### src/rtl/cache_tag_ctrl_if.sv
// Bundle of CPU lookup, memory fill and tag RAM port-A signals around cache_tag_ctrl.
// The controller uses the slave modport; its surroundings use master.
interface cache_tag_ctrl_if #(
  parameter int unsigned ADDR_W = 24
);
  // CPU-side lookup
  logic              req_valid;
  logic [ADDR_W-1:0] req_addr;
  logic              req_ready;
  logic              rsp_valid;
  logic              rsp_hit;
  logic              inv_all;
  // Memory-side line fill
  logic              fill_req;
  logic [ADDR_W-1:0] fill_addr;
  logic              fill_ack;
  logic              fill_done;
  // Tag RAM port A
  logic [10:0]       tag_addr;
  logic [8:0]        tag_wrdata;
  logic              tag_wren;
  logic [8:0]        tag_rddata;

  modport master (
    output req_valid, req_addr, inv_all, fill_ack, fill_done, tag_rddata,
    input  req_ready, rsp_valid, rsp_hit, fill_req, fill_addr, tag_addr, tag_wrdata, tag_wren
  );

  modport slave (
    input  req_valid, req_addr, inv_all, fill_ack, fill_done, tag_rddata,
    output req_ready, rsp_valid, rsp_hit, fill_req, fill_addr, tag_addr, tag_wrdata, tag_wren
  );
endinterface

### src/rtl/cache_tag_ctrl.sv
// Tag RAM port-A controller: sweeps the 2048-entry tag store clear, then serves hit/miss
// lookups and runs a line-fill handshake plus tag write on every miss.
module cache_tag_ctrl #(
  parameter int unsigned LINE_BITS = 5,
  parameter int unsigned ADDR_W    = 24
) (
  input logic             clk,
  input logic             rst_n,
  cache_tag_ctrl_if.slave bus
);

  // Line address = byte address without the offset bits; index is its low 11 bits, tag the next 8.
  localparam int unsigned LineW = ADDR_W - LINE_BITS;

  localparam logic [2:0] StClear = 3'd0;
  localparam logic [2:0] StIdle  = 3'd1;
  localparam logic [2:0] StRead  = 3'd2;
  localparam logic [2:0] StCmp   = 3'd3;
  localparam logic [2:0] StFill  = 3'd4;
  localparam logic [2:0] StWait  = 3'd5;
  localparam logic [2:0] StWrite = 3'd6;

  logic [2:0]        state_q, state_d;
  logic [10:0]       cnt_q, cnt_d;
  logic [LineW-1:0]  line_q, line_d;
  logic              inv_pend_q, inv_pend_d;
  logic              rsp_valid_q, rsp_valid_d;
  logic              rsp_hit_q, rsp_hit_d;
  logic [ADDR_W-1:0] fill_addr_q, fill_addr_d;

  logic [10:0] index;
  logic [7:0]  tag;
  logic        hit;
  logic        inv_now;

  assign index   = line_q[10:0];
  assign tag     = line_q[18:11];
  assign hit     = bus.tag_rddata[8] & (bus.tag_rddata[7:0] == tag);
  assign inv_now = inv_pend_q | bus.inv_all;

  always_comb begin
    state_d     = state_q;
    cnt_d       = cnt_q;
    line_d      = line_q;
    inv_pend_d  = inv_pend_q;
    rsp_valid_d = 1'b0;
    rsp_hit_d   = 1'b0;
    fill_addr_d = fill_addr_q;

    // An invalidate that arrives while busy is remembered until the next return to IDLE.
    if (bus.inv_all && (state_q != StIdle)) begin
      inv_pend_d = 1'b1;
    end

    case (state_q)
      StClear: begin
        cnt_d = cnt_q + 11'd1;
        if (cnt_q == 11'h7ff) begin
          state_d = StIdle;
        end
      end
      StIdle: begin
        if (inv_now) begin
          state_d    = StClear;
          inv_pend_d = 1'b0;
        end else if (bus.req_valid) begin
          line_d  = bus.req_addr[ADDR_W-1:LINE_BITS];
          state_d = StRead;
        end
      end
      StRead: begin
        state_d = StCmp;
      end
      StCmp: begin
        if (hit) begin
          rsp_valid_d = 1'b1;
          rsp_hit_d   = 1'b1;
          state_d     = StIdle;
        end else begin
          fill_addr_d = {line_q, {LINE_BITS{1'b0}}};
          state_d     = StFill;
        end
      end
      StFill: begin
        if (bus.fill_ack) begin
          state_d = StWait;
        end
      end
      StWait: begin
        if (bus.fill_done) begin
          state_d = StWrite;
        end
      end
      StWrite: begin
        rsp_valid_d = 1'b1;
        state_d     = StIdle;
      end
      default: begin
        state_d = StClear;
        cnt_d   = 11'd0;
      end
    endcase
  end

  always_ff @(posedge clk or negedge rst_n) begin
    if (!rst_n) begin
      state_q     <= StClear;
      cnt_q       <= 11'd0;
      line_q      <= '0;
      inv_pend_q  <= 1'b0;
      rsp_valid_q <= 1'b0;
      rsp_hit_q   <= 1'b0;
      fill_addr_q <= '0;
    end else begin
      state_q     <= state_d;
      cnt_q       <= cnt_d;
      line_q      <= line_d;
      inv_pend_q  <= inv_pend_d;
      rsp_valid_q <= rsp_valid_d;
      rsp_hit_q   <= rsp_hit_d;
      fill_addr_q <= fill_addr_d;
    end
  end

  // Ready is withheld in an IDLE cycle that is about to start a clear, so no request is lost.
  always_comb begin
    bus.req_ready  = (state_q == StIdle) & ~inv_now;
    bus.rsp_valid  = rsp_valid_q;
    bus.rsp_hit    = rsp_hit_q;
    bus.fill_req   = (state_q == StFill);
    bus.fill_addr  = fill_addr_q;
    bus.tag_wren   = (state_q == StClear) | (state_q == StWrite);
    bus.tag_addr   = (state_q == StClear) ? cnt_q : index;
    bus.tag_wrdata = (state_q == StWrite) ? {1'b1, tag} : 9'h000;
  end

endmodule
### src/flat_wrapper.sv
// flat-port wrapper written by rule: the top's interface ports become plain ports
module cache_tag_ctrl_flat 
#(
  parameter int unsigned LINE_BITS = 5,
  parameter int unsigned ADDR_W    = 24
)
  (clk, rst_n, bus_req_valid, bus_req_addr, bus_inv_all, bus_fill_ack, bus_fill_done, bus_tag_rddata, bus_req_ready, bus_rsp_valid, bus_rsp_hit, bus_fill_req, bus_fill_addr, bus_tag_addr, bus_tag_wrdata, bus_tag_wren);
  cache_tag_ctrl_if #(.ADDR_W(ADDR_W)) bus_i ();
  input logic clk;
  input logic rst_n;
  input wire logic [$bits(bus_i.req_valid)-1:0] bus_req_valid;
  input wire logic [$bits(bus_i.req_addr)-1:0] bus_req_addr;
  input wire logic [$bits(bus_i.inv_all)-1:0] bus_inv_all;
  input wire logic [$bits(bus_i.fill_ack)-1:0] bus_fill_ack;
  input wire logic [$bits(bus_i.fill_done)-1:0] bus_fill_done;
  input wire logic [$bits(bus_i.tag_rddata)-1:0] bus_tag_rddata;
  output wire logic [$bits(bus_i.req_ready)-1:0] bus_req_ready;
  output wire logic [$bits(bus_i.rsp_valid)-1:0] bus_rsp_valid;
  output wire logic [$bits(bus_i.rsp_hit)-1:0] bus_rsp_hit;
  output wire logic [$bits(bus_i.fill_req)-1:0] bus_fill_req;
  output wire logic [$bits(bus_i.fill_addr)-1:0] bus_fill_addr;
  output wire logic [$bits(bus_i.tag_addr)-1:0] bus_tag_addr;
  output wire logic [$bits(bus_i.tag_wrdata)-1:0] bus_tag_wrdata;
  output wire logic [$bits(bus_i.tag_wren)-1:0] bus_tag_wren;
  assign bus_i.req_valid = bus_req_valid;
  assign bus_i.req_addr = bus_req_addr;
  assign bus_i.inv_all = bus_inv_all;
  assign bus_i.fill_ack = bus_fill_ack;
  assign bus_i.fill_done = bus_fill_done;
  assign bus_i.tag_rddata = bus_tag_rddata;
  assign bus_req_ready = bus_i.req_ready;
  assign bus_rsp_valid = bus_i.rsp_valid;
  assign bus_rsp_hit = bus_i.rsp_hit;
  assign bus_fill_req = bus_i.fill_req;
  assign bus_fill_addr = bus_i.fill_addr;
  assign bus_tag_addr = bus_i.tag_addr;
  assign bus_tag_wrdata = bus_i.tag_wrdata;
  assign bus_tag_wren = bus_i.tag_wren;
  cache_tag_ctrl #(.LINE_BITS(LINE_BITS), .ADDR_W(ADDR_W)) u_core (.clk(clk), .rst_n(rst_n), .bus(bus_i));
endmodule
### config.mk
export PLATFORM = sky130hd
export DESIGN_NAME = cache_tag_ctrl_flat
export DESIGN_NICKNAME = d
export VERILOG_FILES = /design/src/rtl/cache_tag_ctrl_if.sv /design/src/rtl/cache_tag_ctrl.sv /design/src/flat_wrapper.sv
export SDC_FILE = /design/constraint.sdc
export NUM_CORES = 1
export LEC_CHECK = 0
export ABC_AREA = 1
export BUFFER_PORTS_ARGS = -buffer_cell sky130_fd_sc_hd__buf_2
export CORE_UTILIZATION = 50
export CTS_CLUSTER_DIAMETER = 200
export DETAILED_ROUTE_END_ITERATION = 16
export PLACE_DENSITY = 0.78
export SYNTH_ARGS = -nofsm -noshare
export SYNTH_HDL_FRONTEND = slang
export SYNTH_SLANG_ARGS = --single-unit
export TNS_END_PERCENT = 5
### constraint.sdc
create_clock -name clk -period 1.75 [get_ports clk]
set_clock_uncertainty 0.2 [all_clocks]
set_input_delay 0.175 -clock clk [delete_from_list [all_inputs] [get_ports clk]]
set_output_delay 0.175 -clock clk [all_outputs]
set_load 0.05 [all_outputs]
==> results.toml <==
[sta]
slew_viol_final = 0
setup_ws_ns = -0.225
final-setup-viol-count = 21
post-route-period-util = 1.13
rsz0062_at_grt = "yes"
hold_ws_ns = 0.0278
finalHoldViolations = 0
layout_min_cycle_time_ns = 1.97
max_freq_ghz = 0.506

[pwr]
p_leak_nw = 2.08
peakVddDrop_mv = 1.74
p_per_area_mw_per_mm2 = 1950

[routing]
drt_iter0_markers = 131
wl_per_cell_um = 14.5
drcViolationCount = 0
routed_wl_mm = 7.41
ant_nets = 0
vias = 2593
first_pass_iters = 4
vias_per_cell = 5.08

[run_status]
status = "finished with violations"
violations = "negative setup slack"

[yosys]
synth_edf_count = 0
syn_inst = 319
avgSynthCellArea_um2 = 8.39
synth_cell_types = 31
synth_top_area_share = 0.514
synth-seq-area-share = 0.514
synth_seq_cells = 55
synth_most_common_cell = "nand2_1"
ys_top_cells_by_area = "dfrtp_1 51%, nand2_1 12%, inv_1 4.8%, nor2_1 4.5%, nand3_1 3.6%"
yosys_most_used_dff = "dfrtp_1"
synth_common_cells = "89 x nand2_1, 55 x dfrtp_1, 34 x inv_1"
syn_area_mm2 = 0.00268
ys_async_sr_fraction = 1.00
yosysWarnings = 0
netlist.top_cell.by_area = "dfrtp_1"

[global_route]
grt_pass1_vias = 2568
antenna_found_initial = 0
track_usage = 0.289
grt_first_pass_wirelength_mm = 12.0
gr-total-overflow = 0
grt_start_max_net_pins = 56

[job]
maxCapViolCount = 0

[critical_path]
crit_type = "reg -> out"
critPathRequiredTime_ns = 1.37
end_kind = "primary output"
worst-endpoint-arrival_ns = 1.60
start_kind = "flop"
worst_path_largest_cell_delay_ns = 0.46
reg2reg_depth = 7
crit_path_cell_trace = "nor3_4 > bufinv_8 > o21ai_4 > buf_6"
cpMaxStageDelayCell = "dfrtp_2"
crit_fanout = 7

[clock_tree]
cts.sinks = 55
cts_made_buffers = 5
clk_pin_slew_ns = 0.09
cts_tree = "built"
insertion_delay_ns = 0.31
cts-htree-levels = 2
clockRootBuffer = "clkbuf_8"
clock_path_buffers = 2

[hold_path]
hold_path.class = "in -> reg"
holdPathStages = 5

[die]
die_width_um = 75.2
pin_count = 88
rows = 26
start_util = 0.521
die_area_mm2 = 0.00565
fp.dieH_um = 75.2
core-area_mm2 = 0.00514

[cells_and_area]
drive_gt1_frac = 0.368
area_growth_pct = 47.2
num_antenna_cells = 0
layout.nets = 479
postLayoutCoreUtil = 0.766

[placed_design]
dp_hpwl_mm = 4.59
io_buffers = 77
gp_congestion = 0.837
-- metal layers --
layer / part of all wire / wire length [um] / vias to the layer above / track usage
met5: 0 / 0 / - / 0
met4: 0.026 / 193 / 0 / 0.0988
met3: 0.053 / 394 / 21 / 0.0495
met2: 0.52 / 3840 / 98 / 0.510
met1: 0.40 / 2990 / 1228 / 0.362
li1: - / - / 1246 / -
-- flip-flops by register name (all words and copies together), names as in the netlist --
signal and count:
u_core.state_q 3, u_core.line_q 19, u_core.cnt_q 11, u_core.bus.rsp_hit 1
u_core.bus.rsp_valid 1, u_core.bus.fill_addr 19, u_core.inv_pend_q 1
-- metrics by stage --
stage	total power, mW	cells	cell area [um^2]	setup WS (ns)	TNS [ns]
floorplan	5.16	323	2820	-0.182	-4.04
global placement	6.10	476	3370	0.0340	0
detailed placement	6.21	476	3370	-0.0155	-0.0384
CTS	7.53	510	3870	-0.173	-2.97
global route	8.14	510	3940	-0.283	-5.13
finish	7.69	510	3940	-0.225	-3.47
-- kinds of logic (layout without fill, tap and decap cells) --
logic type,Yosys count,count (layout),share of synthesized area
compound gates,47,47,0.0926
xor+xnor,3,3,0.00982
fa+ha+maj,1,1,0.00467
buf+inv,53,170,0.0888
flops,55,55,0.514
mux,11,11,0.0519
other cells,1,5,0.00140
simple gates,148,148,0.237
-- power breakdown --
| group | switching, mW | total [mW] | internal, mW |
|---|---|---|---|
| combinational | 3.14 | 4.81 | 1.67 |
| clock | 0.413 | 0.694 | 0.281 |
| sequential | 0.408 | 2.19 | 1.78 |
-- path summary, 6_finish.rpt --
path	from	endpoint	slack (ns)
max in group asynchronous	rst_n	u_core.state_q[0]	0.89
min reg2reg	u_core.bus.fill_addr[9]	u_core.bus.fill_addr[9]	0.28
min in group asynchronous	rst_n	u_core.bus.fill_addr[18]	0.19
max	u_core.state_q[0]	bus_tag_addr[9]	-0.22
min	bus_fill_ack	u_core.state_q[1]	0.03
max reg2reg	u_core.state_q[0]	u_core.line_q[18]	0.06
-- worst max-delay path, delay by kind of cell, from the launching register on --
family	cells	cell delay (ns)
buf+inv	2	0.42
flops	1	0.46
simple gates	1	0.26
compound gates	1	0.15
-- cell type report --
type                    count  area, um^2
clock inverters             2        12.5
clock buffers               6        72.6
flip-flops and latches     55        1380
well taps                  70        87.6
repair inverters            2        12.5
multi-input cells         215        1230
repair buffers            122         972
fillers                   358        1200
inverters                  38         171
-- placed cells by master (no fill, tap or decap), types with 5 or more instances in the layout --
cell type	netlist	layout
dlygate4sd3_1	0	20
buf_2	4	54
o21ai_2	0	8
inv_1	34	33
buf_8	0	7
nand3_1	19	19
conb_1	1	5
nor2_4	1	10
clkbuf_8	0	5
o21ai_1	8	9
dfrtp_1	55	52
a21oi_1	18	18
buf_6	1	17
mux2_2	7	7
nor2_1	32	19
nand2_1	89	86
buf_4	7	22
-- repair_timing --
item	CTS	global route
resized for setup	51	21
hold buffers	20	0
pin swaps	2	1
setup endpoints to repair	22	49
gates cloned	2	0
buffers inserted	4	0
endpoints found under the hold margin	74	0
(Power assumes the default switching activity.)
